File: config.mk
export PLATFORM = sky130hd
export DESIGN_NAME = carregador_instrucao_mem
export DESIGN_NICKNAME = d
export VERILOG_FILES = /design/src/rtl/carregador_instrucao_mem.sv
export SDC_FILE = /design/constraint.sdc
export NUM_CORES = 1
export LEC_CHECK = 0
export BUFFER_PORTS_ARGS = -buffer_cell sky130_fd_sc_hd__buf_2
export CAP_MARGIN = 20
export CORE_UTILIZATION = 30
export DETAILED_ROUTE_END_ITERATION = 8
export PLACE_DENSITY = 0.51
export SLEW_MARGIN = 25
export SYNTH_ARGS = -nofsm -noshare
export SYNTH_HDL_FRONTEND = slang
export SYNTH_SLANG_ARGS = --single-unit
File: constraint.sdc
create_clock -name clk -period 2.6 [get_ports clk]
set_input_delay 0.39 -clock clk [delete_from_list [all_inputs] [get_ports clk]]
set_output_delay 0.39 -clock clk [all_outputs]
set_load 0.01 [all_outputs]
File: src/rtl/carregador_instrucao_mem.sv
// Instruction-memory loader.
// Receives a program as a byte stream: a 16-bit little-endian word count,
// then the words themselves, each as 4 little-endian bytes. Every complete
// word is written to the instruction memory's write port. The CPU is held
// stalled while a load is in progress, and also after a rejected load.
module carregador_instrucao_mem #(
    parameter int DEPTH  = 1024,
    parameter int ADDR_W = 10
) (
    input  logic              clk,
    input  logic              reset,
    input  logic              start,
    input  logic [7:0]        byte_in,
    input  logic              byte_valid,
    output logic              byte_ready,
    output logic              mem_we,
    output logic [ADDR_W-1:0] mem_addr,
    output logic [31:0]       mem_data,
    output logic              cpu_hold,
    output logic              done,
    output logic              error,
    output logic [ADDR_W:0]   words_loaded
);

    typedef enum logic [2:0] {
        S_IDLE,
        S_HDR_LO,
        S_HDR_HI,
        S_DATA,
        S_WRITE,
        S_DONE,
        S_ERROR
    } state_t;

    state_t            state_q, state_d;
    logic [15:0]       count_q, count_d;
    logic [1:0]        byte_idx_q, byte_idx_d;
    logic [31:0]       word_q, word_d;
    logic [31:0]       word_asm;
    logic              mem_we_q, mem_we_d;
    logic [ADDR_W-1:0] mem_addr_q, mem_addr_d;
    logic [31:0]       mem_data_q, mem_data_d;
    logic              cpu_hold_q, cpu_hold_d;
    logic              done_q, done_d;
    logic              error_q, error_d;
    logic [ADDR_W:0]   words_loaded_q, words_loaded_d;
    logic              xfer;

    // The loader only listens while it is collecting header or data bytes.
    assign byte_ready = (state_q == S_HDR_LO) || (state_q == S_HDR_HI) || (state_q == S_DATA);
    assign xfer       = byte_valid && byte_ready;

    // Each byte lane takes the incoming byte when it is the lane being filled.
    // word_asm already includes the byte arriving this cycle, so the 4th byte
    // can be written out without an extra cycle of delay.
    genvar gi;
    generate
        for (gi = 0; gi < 4; gi++) begin : g_lane
            assign word_asm[8*gi +: 8] =
                (xfer && (state_q == S_DATA) && (byte_idx_q == 2'(gi))) ? byte_in : word_q[8*gi +: 8];
        end
    endgenerate

    // Next-state and registered-output logic.
    always_comb begin
        state_d        = state_q;
        count_d        = count_q;
        byte_idx_d     = byte_idx_q;
        word_d         = word_asm;
        mem_we_d       = 1'b0;
        mem_addr_d     = mem_addr_q;
        mem_data_d     = mem_data_q;
        cpu_hold_d     = cpu_hold_q;
        done_d         = done_q;
        error_d        = error_q;
        words_loaded_d = words_loaded_q;

        case (state_q)
            S_IDLE, S_DONE, S_ERROR: begin
                if (start) begin
                    state_d        = S_HDR_LO;
                    cpu_hold_d     = 1'b1;
                    done_d         = 1'b0;
                    error_d        = 1'b0;
                    words_loaded_d = '0;
                    byte_idx_d     = 2'd0;
                end
            end
            S_HDR_LO: begin
                if (xfer) begin
                    count_d = {count_q[15:8], byte_in};
                    state_d = S_HDR_HI;
                end
            end
            S_HDR_HI: begin
                if (xfer) begin
                    count_d = {byte_in, count_q[7:0]};
                    if (count_d == 16'd0) begin
                        // Empty program: nothing to write, release the CPU.
                        state_d    = S_DONE;
                        done_d     = 1'b1;
                        cpu_hold_d = 1'b0;
                    end else if (32'(count_d) > 32'(DEPTH)) begin
                        // Program larger than the memory; keep the CPU held.
                        state_d = S_ERROR;
                        error_d = 1'b1;
                    end else begin
                        state_d = S_DATA;
                    end
                end
            end
            S_DATA: begin
                if (xfer) begin
                    byte_idx_d = byte_idx_q + 2'd1;
                    if (byte_idx_q == 2'd3) begin
                        state_d    = S_WRITE;
                        mem_we_d   = 1'b1;
                        mem_addr_d = words_loaded_q[ADDR_W-1:0];
                        mem_data_d = word_asm;
                    end
                end
            end
            S_WRITE: begin
                words_loaded_d = words_loaded_q + (ADDR_W+1)'(1);
                if (32'(words_loaded_q) + 32'd1 == 32'(count_q)) begin
                    state_d    = S_DONE;
                    done_d     = 1'b1;
                    cpu_hold_d = 1'b0;
                end else begin
                    state_d = S_DATA;
                end
            end
            default: state_d = S_IDLE;
        endcase
    end

    // State and output registers with synchronous reset.
    always_ff @(posedge clk) begin
        if (reset) begin
            state_q        <= S_IDLE;
            count_q        <= '0;
            byte_idx_q     <= '0;
            word_q         <= '0;
            mem_we_q       <= 1'b0;
            mem_addr_q     <= '0;
            mem_data_q     <= '0;
            cpu_hold_q     <= 1'b0;
            done_q         <= 1'b0;
            error_q        <= 1'b0;
            words_loaded_q <= '0;
        end else begin
            state_q        <= state_d;
            count_q        <= count_d;
            byte_idx_q     <= byte_idx_d;
            word_q         <= word_d;
            mem_we_q       <= mem_we_d;
            mem_addr_q     <= mem_addr_d;
            mem_data_q     <= mem_data_d;
            cpu_hold_q     <= cpu_hold_d;
            done_q         <= done_d;
            error_q        <= error_d;
            words_loaded_q <= words_loaded_d;
        end
    end

    assign mem_we       = mem_we_q;
    assign mem_addr     = mem_addr_q;
    assign mem_data     = mem_data_q;
    assign cpu_hold     = cpu_hold_q;
    assign done         = done_q;
    assign error        = error_q;
    assign words_loaded = words_loaded_q;

endmodule
**Word-level counts from Yosys, hierarchy flattened**

Index checks and enable logic that the tools add are counted.

- Add/subtract/negate cells: 3
- $lt $le $gt $ge: 1
- Equality and inequality tests: 19
- Multiplexer cells: 36
- Bitwise gates (word level): 4
- Reductions and logical operators: 25

Operator list:

| kind | count |
|---|---|
| $mux W8 | 5 |
| $pmux W16 S2 | 1 |
| $mux W3 | 8 |
| $pmux W11 S2 | 1 |
| $eq A12 B16 Y1 | 1 |
| $gt A16 B11 Y1 const B | 1 |
| $logic_not A16 Y1 | 1 |
| $mux W16 | 1 |
| $pmux W3 S5 | 1 |
| $reduce_and A5 Y1 | 3 |
| $add A11 B1 Y12 const B | 1 |
| $mux W1 | 12 |
| $ne A2 B2 Y1 const B | 6 |
| $reduce_and A3 Y1 | 4 |
| $add A11 B1 Y11 const B | 1 |
| $mux W11 | 1 |
| $eq A3 B3 Y1 const B | 3 |
| $eq A3 B2 Y1 const B | 2 |
| $logic_and A1 B1 Y1 | 6 |
| $ne A2 B1 Y1 const B | 3 |
| $pmux W1 S3 | 2 |
| $reduce_bool A2 Y1 | 3 |
| $reduce_or A3 Y1 | 2 |
| $eq A2 B2 Y1 const B | 2 |
| 12 further kinds | 17 |

- Flip-flop bits (word level): 110
- Input bits: 12
- Output and inout bits: 58
- Word-level logic and storage cells: 100

**Logic depth before layout (Yosys ltp)**

Gate-level depths: netlist of the first run.

- Word-level depth: 7
- Mapped depth: 8
- Gate-level depth less buffers: 7

**Least setup slack after synthesis of the first run**

OpenSTA, ideal clock, no wires.

- Path type: register to register
- Start: reg words_loaded_q[0], in the netlist words_loaded[0]
- End: reg cpu_hold_q, in the netlist cpu_hold
- Setup time: 116 ps
- Arrival: 1,926 ps
- Data required time: 2,484 ps
- Setup slack: 558 ps
- Cell stages (with the launch flop): 7
- Path buffers: 0
- Period minus slack after synthesis: 2,042 ps
- Path through: dfxtp_1 > nand3_2 > or3_1 > a2111oi_2 > o32a_2 > nand4_1 > a41o_1

- Word-level cells in the longest chain between the ends: 4

RTL lines:

| item | RTL line | source |
|---|---|---|
| start: declaration | 46 | `logic [ADDR_W:0] words_loaded_q, words_loaded_d;` |
| start signal: assignment | 162 | `words_loaded_q <= words_loaded_d;` |
| $add A11 B1 Y12 | 125 | `if (32'(words_loaded_q) + 32'd1 == 32'(count_q)) begin` |
| $eq A12 B16 Y1 | 125 |  |
| $ne A2 B2 Y1 (no line) | - |  |
| $reduce_and A5 Y1 (no line) | - |  |
| end signal: assignment | 159 | `cpu_hold_q <= cpu_hold_d;` |
| end: declaration | 43 | `logic cpu_hold_q, cpu_hold_d;` |

No other way between the ends.
A chain may end at the register's enable or synchronous reset.

**Worst setup path in the final report of the first run**

- Start: reg words_loaded_q[0], in the netlist words_loaded[0]
- End: reg state_q[1]

- Word-level cells in the longest chain between the ends: 4

RTL lines:

| item | RTL line | source |
|---|---|---|
| $add A11 B1 Y12 | 125 |  |
| $eq A12 B16 Y1 | 125 |  |
| $mux W3 | 125 |  |
| $pmux W3 S5 | 78 | `case (state_q)` |
| end signal: assignment | 152 | `state_q <= state_d;` |
| end: declaration | 35 | `state_t state_q, state_d;` |

No other way between the ends.

==> summary.md, run 1 <==
| Metric | Value |
|---|---|
| DIE AREA | 15100 µm² |
| Hpwl dp | 8180 µm |
| Worst setup endpoint | state_q[1]$_SDFFE_PP0P_ |
| CTS Buf Count | 9 |
| Vias per cell | 5.01 |
| Drt initial violations | 223 |
| First-pass GRT wire length | 18500 µm |
| Skew final | 0.00836 ns |
| Yosys reg bits | 102 |
| Max-slew violations | 0 |
| Reg clk slew, reported paths | 0.07 ns |
| Syn-to-layout area delta | 18.3% |
| DIE WIDTH | 123 µm |
| Final Hold Slack | 0.382 ns |
| Syn Inst Count | 500 |
| Cell Area, Synth | 4380 µm² |
| Post-route clock period utilization | 87.3% |
| Synthesized Nets | 517 |
| Max Fclk | 0.441 GHz |
| TritonCTS clock tree | yes |
| Clock Path Buffers | 2 |
| CORE AREA | 14000 µm² |
| Top layer in use | met4 |
| # IOs | 70 |
| Worst flop-to-flop path endpoint | state_q[1]$_SDFFE_PP0P_ |
| Outcome | finished clean |
| Drt pass-1 iters | 4 |
| Sequential cell area fraction in the yosys report | 46.6% |
| # diodes | 0 |
| Crit path DAT | 2.51 ns |
| Hold Buf Count CTS | 0 |
| Crit path from | words_loaded[0]$_SDFFE_PP0P_ |
| FFs w/ async S/R, synth | 0% |
| Syn_area_per_cell | 8.76 µm² |
| Kind of critical path | flop to flop |
| Later-pin clock latency in the skew report | 0.35 ns |
| ANT nets after route | 0 |
| Port Buffers | 69 |
| Final Critical Period | 2.27 ns |
| Fillers | 1433 |
| Starting Density | 31.2% |
| Max VDD drop | 0.424 mV |
| Startpoint types | flop |
| RD Place Congestion | 0.831 |
| DIE HEIGHT | 123 µm |
| Reg2reg path depth | 7 |
| Reg2reg start | words_loaded[0]$_SDFFE_PP0P_ |
| Setup TNS | 0 ns |
| Final Hold Viols | 0 |
| CTS sink count | 102 |
| Setup Viol. Count Final | 0 |
| Wire length on met2 | 5490 µm |
| WL/cell | 15.7 µm |
| Layout cells sized above 1 | 19.4% |
| Hold WC Path Type | primary input to flop |
| RSZ-0062 raised after global routing | no |
| Yosys warns | 0 |
| Crit path max fanout | 8 |
| PwrDens | 719 nW/µm² |
| Post-CTS Resized | 0 |
| Element type at the critical path end | flop |
| H-tree depth | 3 |
| Grt ovf | 0 |
| Yosys cell types | 57 |
| FF-to-FF setup slack | 0.33 ns |
| Largest net degree at the start of global routing | 60 |
| Slew HR | 60.3% |
| Top_reg_cell synth | dfxtp_1 |
| Postcts setup bufs | 0 |
| Antenna violations before repair | 0 |
| Num rows | 43 |
| Met3 Wirelength | 418 µm |
| Max cap viols | 0 |
| Layout Nets | 575 |
| Via count | 3725 |
| CTS root buf | clkbuf_16 |
| Total Wirelength | 11700 µm |
| Residual DRC | 0 |
| Worst-margin pin slew | 0.596 ns |
| Vias in the first global route | 3487 |
| GRT Total Usage | 16.1% |
| Lkg Pwr | 2.17 nW |
| Met1 wire length | 5620 µm |
| Post-synth EDFFs | 0 |
| Critical Path RT | 2.84 ns |
-- metrics by stage --
step                      total power [mW]  utilization [%]  cell area, µm²  worst slack, ns  instances
final                                 3.72             36.9            5180            0.331        743
after global routing                  3.91             36.9            5180            0.162        743
after CTS                             3.76             36.9            5180            0.346        743
after detailed placement              2.49             34.9            4900            0.374        727
after global placement                2.49             34.9            4900            0.408        727
after floorplan                       2.27                -            4380            0.558        500
-- power by group --
group          leakage [nW]  switching (mW)  internal, mW  total (mW)
logic                  1.21           0.440         0.313       0.753
clock network         0.138           0.598         0.672        1.27
registers             0.823          0.0716          1.63        1.70
total                  2.17            1.11          2.61        3.72
-- cells in the final DEF (no fill, tap or decap), types with 3 or more instances in the layout --
cell,instances
a211oi_1,25
a21oi_1,35
a31oi_1,3
buf_2,69
buf_4,13
clkbuf_16,9
clkinv_2,4
dfxtp_1,102
ha_1,5
inv_1,6
mux2i_1,44
nand2_1,55
nand3_1,8
nand4_1,3
nor2_1,89
nor3_1,9
nor4_1,6
o21ai_0,11
or3_1,4
xnor2_1,11
xor2_1,6
-- routing by layer --
metal	track usage (%)	vias to the layer above
li1	-	1858
met1	21.5	1781
met2	25.7	76
met3	3.76	10
met4	4.73	0
met5	0	-
-- worst min-delay path by stage --
stage                              start                        end  slack [ns]  depth (start not counted)
2_1_floorplan      word_q[11]$_SDFF_PP0_      word_q[11]$_SDFF_PP0_        0.46                          2
3_3_place_gp    mem_addr[2]$_SDFFE_PP0P_   mem_addr[2]$_SDFFE_PP0P_        0.44                          2
3_5_place_dp   mem_data[30]$_SDFFE_PP0P_  mem_data[30]$_SDFFE_PP0P_        0.44                          2
4_1_cts                       byte_in[4]  mem_data[28]$_SDFFE_PP0P_        0.38                          3
5_1_grt                       byte_in[1]  mem_data[25]$_SDFFE_PP0P_        0.38                          3
6_report                      byte_in[7]  mem_data[31]$_SDFFE_PP0P_        0.38                          3
-- synth_stat cells (2+ instances only) --
master,n,area [µm²]
a31oi_1,3,18.8
nand3_1,8,40.0
ha_1,5,62.6
a21oi_1,35,175
o22ai_1,2,12.5
xor2_1,6,52.6
nor3_1,9,45.0
nand2_1,55,206
inv_1,6,22.5
and3_1,2,12.5
o31a_1,2,17.5
a32oi_1,2,17.5
buf_6,3,33.8
nor4_1,6,37.5
nand4_1,3,18.8
dfxtp_1,102,2040
buf_2,8,40.0
o21ai_0,11,55.1
o211ai_1,2,15.0
mux2i_1,44,440
xnor2_1,11,96.3
a211oi_1,25,188
or3_1,4,25.0
clkbuf_1,24,90.1
nor2_1,89,334
nand3b_1,2,15.0
-- cell families (layout without fill, tap and decap cells) --
family | Yosys count | count (layout) | share of synthesized area, %
AO/OA/AOI/OAI | 98 | 98 | 14.8
XOR/XNOR | 17 | 17 | 3.40
adder cells (fa/ha/maj) | 5 | 5 | 1.43
buffers and inverters | 42 | 105 | 4.43
flip-flops | 102 | 102 | 46.6
multiplexers | 44 | 44 | 10.1
AND/OR/NAND/NOR | 192 | 192 | 19.3
-- final cells by class --
| type | count | area [µm²] | share of cell area, % |
|---|---|---|---|
| Multi-Input combinational cell | 356 | 2150 | 41.5 |
| Sequential cell | 102 | 2040 | 39.4 |
| Timing Repair Buffer | 83 | 463 | 8.94 |
| Clock buffer | 10 | 239 | 4.61 |
| Tap cell | 180 | 225 | 4.35 |
| Clock inverter | 6 | 36.3 | 0.701 |
| Inverter | 6 | 22.5 | 0.435 |
-- state kept, by name, indices dropped and copies added (netlist names) --
register,count
count_q,16
cpu_hold,1
byte_idx_q,2
state_q,3
word_q,24
mem_data,32
mem_addr,10
mem_we,1
done,1
error,1
words_loaded,11
-- worst max-delay path: stages (launching register included) --
cell     delay, ns
dfxtp_1       0.48
ha_1          0.37
and4_1        0.25
nand2_1       0.08
xnor2_1       0.15
nor4_1        0.39
nand4_1       0.18
o31a_1        0.26
Note: power is estimated with default switching activity, not from simulation.
==> run 2, diff against run 1 <==
--- a/config.mk
+++ b/config.mk
@@ -5,6 +5,7 @@
 export SDC_FILE = /design/constraint.sdc
 export NUM_CORES = 1
 export LEC_CHECK = 0
+export ABC_AREA = 1
 export BUFFER_PORTS_ARGS = -buffer_cell sky130_fd_sc_hd__buf_2
 export CAP_MARGIN = 20
 export CORE_UTILIZATION = 30
==> run 2 against run 1 <==
Count of clock-buffer cells in the layout increased by 1. Via count increased by 7.4%. Utilization decreased by 0.71 points. Critical endpoint is now cpu_hold$_SDFFE_PP0P_. Wire length decreased by 1.6%.
==> summary.md, run 2 <==
| Metric | Value |
|---|---|
| Startpoint types | flop |
| Cell Area, Synth | 4450 µm² |
| Port Buffers | 69 |
| Yosys cell types | 23 |
| Commonest non-fill, non-tap cell in the layout | nand2_1 |
| Yosys reg bits | 102 |
| Max VDD drop | 0.415 mV |
| DIE HEIGHT | 124 µm |
| Layout cells sized above 1 | 16.7% |
| Complex-gate fraction of the synthesized area | 16.2% |
| Later-pin clock latency in the skew report | 0.35 ns |
| Hold endpoint | mem_data[25]$_SDFFE_PP0P_ |
| Lkg Pwr | 2.46 nW |
| WL/cell | 13.5 µm |
| Kind of critical path | flop to flop |
| Element type at the critical path end | flop |
| FF-to-FF setup slack | 0.61 ns |
| Max-slew violations | 0 |
| RSZ-0062 raised after global routing | no |
| Critical Path RT | 2.80 ns |
| Max Fclk | 0.502 GHz |
| RD Place Congestion | 0.892 |
| Finished Layout Cells | 849 |
| Synth top cells by count | nand2_1 (132), dfxtp_1 (102), inv_1 (74) |
| FFs w/ async S/R, synth | 0% |
| Post-CTS Resized | 0 |
| Syn Inst Count | 603 |
| Cell taking the most area after synthesis | dfxtp_1 |
| Final Hold Viols | 0 |
| Num rows | 44 |
| Largest register FFs | 32 |
| Crit path max fanout | 6 |
| Crit path DAT | 2.20 ns |
| Worst flop-to-flop path endpoint | cpu_hold$_SDFFE_PP0P_ |
| Sequential cell area fraction in the yosys report | 45.9% |
| DIE WIDTH | 124 µm |
| Count leader, synth | nand2_1 |
| Mux share of post-synthesis cell area | 2.70% |
| Yosys warns | 0 |
| Most frequent cells in the layout | nand2_1 (132), dfxtp_1 (102), inv_1 (74) |
| Fillers | 1544 |
| Largest net degree at the start of global routing | 62 |
| Reg2reg path depth | 14 |
| Hold Buf Count CTS | 0 |
| Final Hold Slack | 0.323 ns |
| Residual DRC | 0 |
| Wire length on met2 | 5120 µm |
| Setup Slack @ Placement | 0.631 ns |
| Hold WC Path Type | primary input to flop |
| Layout Nets | 677 |
| # IOs | 70 |
| Post-Place Cells | 833 |
| WHS Path Cells | 3 |
| H-tree depth | 3 |
| Worst-margin pin slew | 0.662 ns |
| CTS Buf Count | 9 |
| Met1 wire length | 5500 µm |
| Synth top area share | 45.9% |
| CTS sink count | 102 |
| Antenna violations before repair | 0 |
| Post-route clock period utilization | 76.6% |
| Starting Density | 30.7% |
| Post-Synth Simple-Gate Area | 23.9% |
| Grt ovf | 0 |
| Final Critical Period | 1.99 ns |
| Synth Area in XOR/XNOR | 0% |
| Top cells by area, synth | dfxtp_1 (46%), nand2_1 (11%), a21oi_1 (7.5%), inv_1 (6.2%), nor2_1 (5.4%) |
| Reg clk slew, reported paths | 0.07 ns |
| CORE AREA | 14500 µm² |
| Drt pass-1 iters | 5 |
| Hpwl dp | 8170 µm |
| ANT nets after route | 0 |
| Syn_area_per_cell | 7.38 µm² |
| Hold_sp | byte_in[1] |
| Top_reg_cell synth | dfxtp_1 |
| Synthesized Nets | 620 |
| Vias per cell | 4.71 |
| First-pass GRT wire length | 18600 µm |
| Setup Viol. Count Final | 0 |
| Outcome | finished clean |
| Largest family of logic cells by synthesized area | simple AND/OR/NAND/NOR gates |
| Max cap viols | 0 |
| Clock Path Buffers | 2 |
| Via count | 4000 |
| Synthesized-area fraction occupied by adder cells | 1.41% |
| Vias in the first global route | 3680 |
| DIE AREA | 15300 µm² |
| Reg2reg start | words_loaded[0]$_SDFFE_PP0P_ |
| Total Wirelength | 11500 µm |
| PwrDens | 750 nW/µm² |
| Drt initial violations | 230 |
| CTS root buf | clkbuf_16 |
| Postcts setup bufs | 0 |
| Post-synth EDFFs | 0 |
| # diodes | 0 |
| Slew HR | 55.9% |
| Met3 Wirelength | 739 µm |
| Setup TNS | 0 ns |
| TritonCTS clock tree | yes |
| GRT Total Usage | 16.1% |
| Fin worst setup slack | 0.607 ns |
| Skew final | 0.00459 ns |
| Syn-to-layout area delta | 17.7% |
| Top layer in use | met4 |
run 2: cell count changes after synthesis, sizes merged, moves of 14 or more:
cell    delta
nor2      -16
o21ai     +14
o211ai    +22
a211oi    -15
mux2i     -32
nand3     +22
nand2     +85
a21oi     +32
inv       +71
run 2: how the worst max path moves through the flow:
stage                                       from                       end  slack, ns  depth (start not counted)
global placement    words_loaded[0]$_SDFFE_PP0P_     cpu_hold$_SDFFE_PP0P_       0.69                         14
global route             state_q[1]$_SDFFE_PP0P_  count_q[10]$_SDFFE_PP0P_       0.31                          9
detailed placement  words_loaded[0]$_SDFFE_PP0P_         done$_SDFFE_PP0P_       0.63                         14
CTS                 words_loaded[0]$_SDFFE_PP0P_     cpu_hold$_SDFFE_PP0P_       0.61                         14
finish              words_loaded[0]$_SDFFE_PP0P_     cpu_hold$_SDFFE_PP0P_       0.61                         14
floorplan           words_loaded[1]$_SDFFE_PP0P_     cpu_hold$_SDFFE_PP0P_       0.83                         14
run 2: cells by family after synthesis:
family / Yosys count
AO/OA/AOI/OAI: 127
adder cells (fa/ha/maj): 5
buffers and inverters: 106
flip-flops: 102
multiplexers: 12
AND/OR/NAND/NOR: 251
run 2: worst max-delay path, cell delays in order (launching register included):
cell     delay (ns)
dfxtp_1        0.45
ha_1           0.25
nand3_1        0.13
nor2_2         0.15
nand2_1        0.08
nand2_2        0.08
nand2_1        0.05
nand2_1        0.05
nand2_1        0.05
nor2_2         0.11
nand4_2        0.12
nand2_2        0.11
nand3_1        0.10
nand2_1        0.07
a21oi_1        0.06
run 2: metrics by stage:
stage	power [mW]	instance area, µm²	utilization (%)
3_5_place_dp	2.57	4930	34.1
2_1_floorplan	2.35	4450	-
6_report	3.93	5240	36.2
3_3_place_gp	2.56	4930	34.1
4_1_cts	3.98	5240	36.2
5_1_grt	4.17	5240	36.2
run 2: cell type report:
type                       count  area (µm²)  area share [%]
clock inverter                 5        63.8            1.22
inverter                      77         289            5.52
tap                          184         230            4.40
timing repair buffer          75         403            7.69
multi-input combinational    395        1970            37.6
clock buffer                  11         243            4.63
sequential                   102        2040            39.0
run 2: metal layers:
layer | vias to the layer above | track usage [%]
li1 | 2055 | -
met1 | 1833 | 20.9
met2 | 102 | 25.5
met3 | 10 | 5.04
met4 | 0 | 4.29
met5 | - | 0
run 2: report_power, final:
part	switching (mW)	leakage, nW	internal, mW
combinational	0.537	1.49	0.259
sequential	0.0718	0.824	1.67
clock	0.611	0.147	0.784
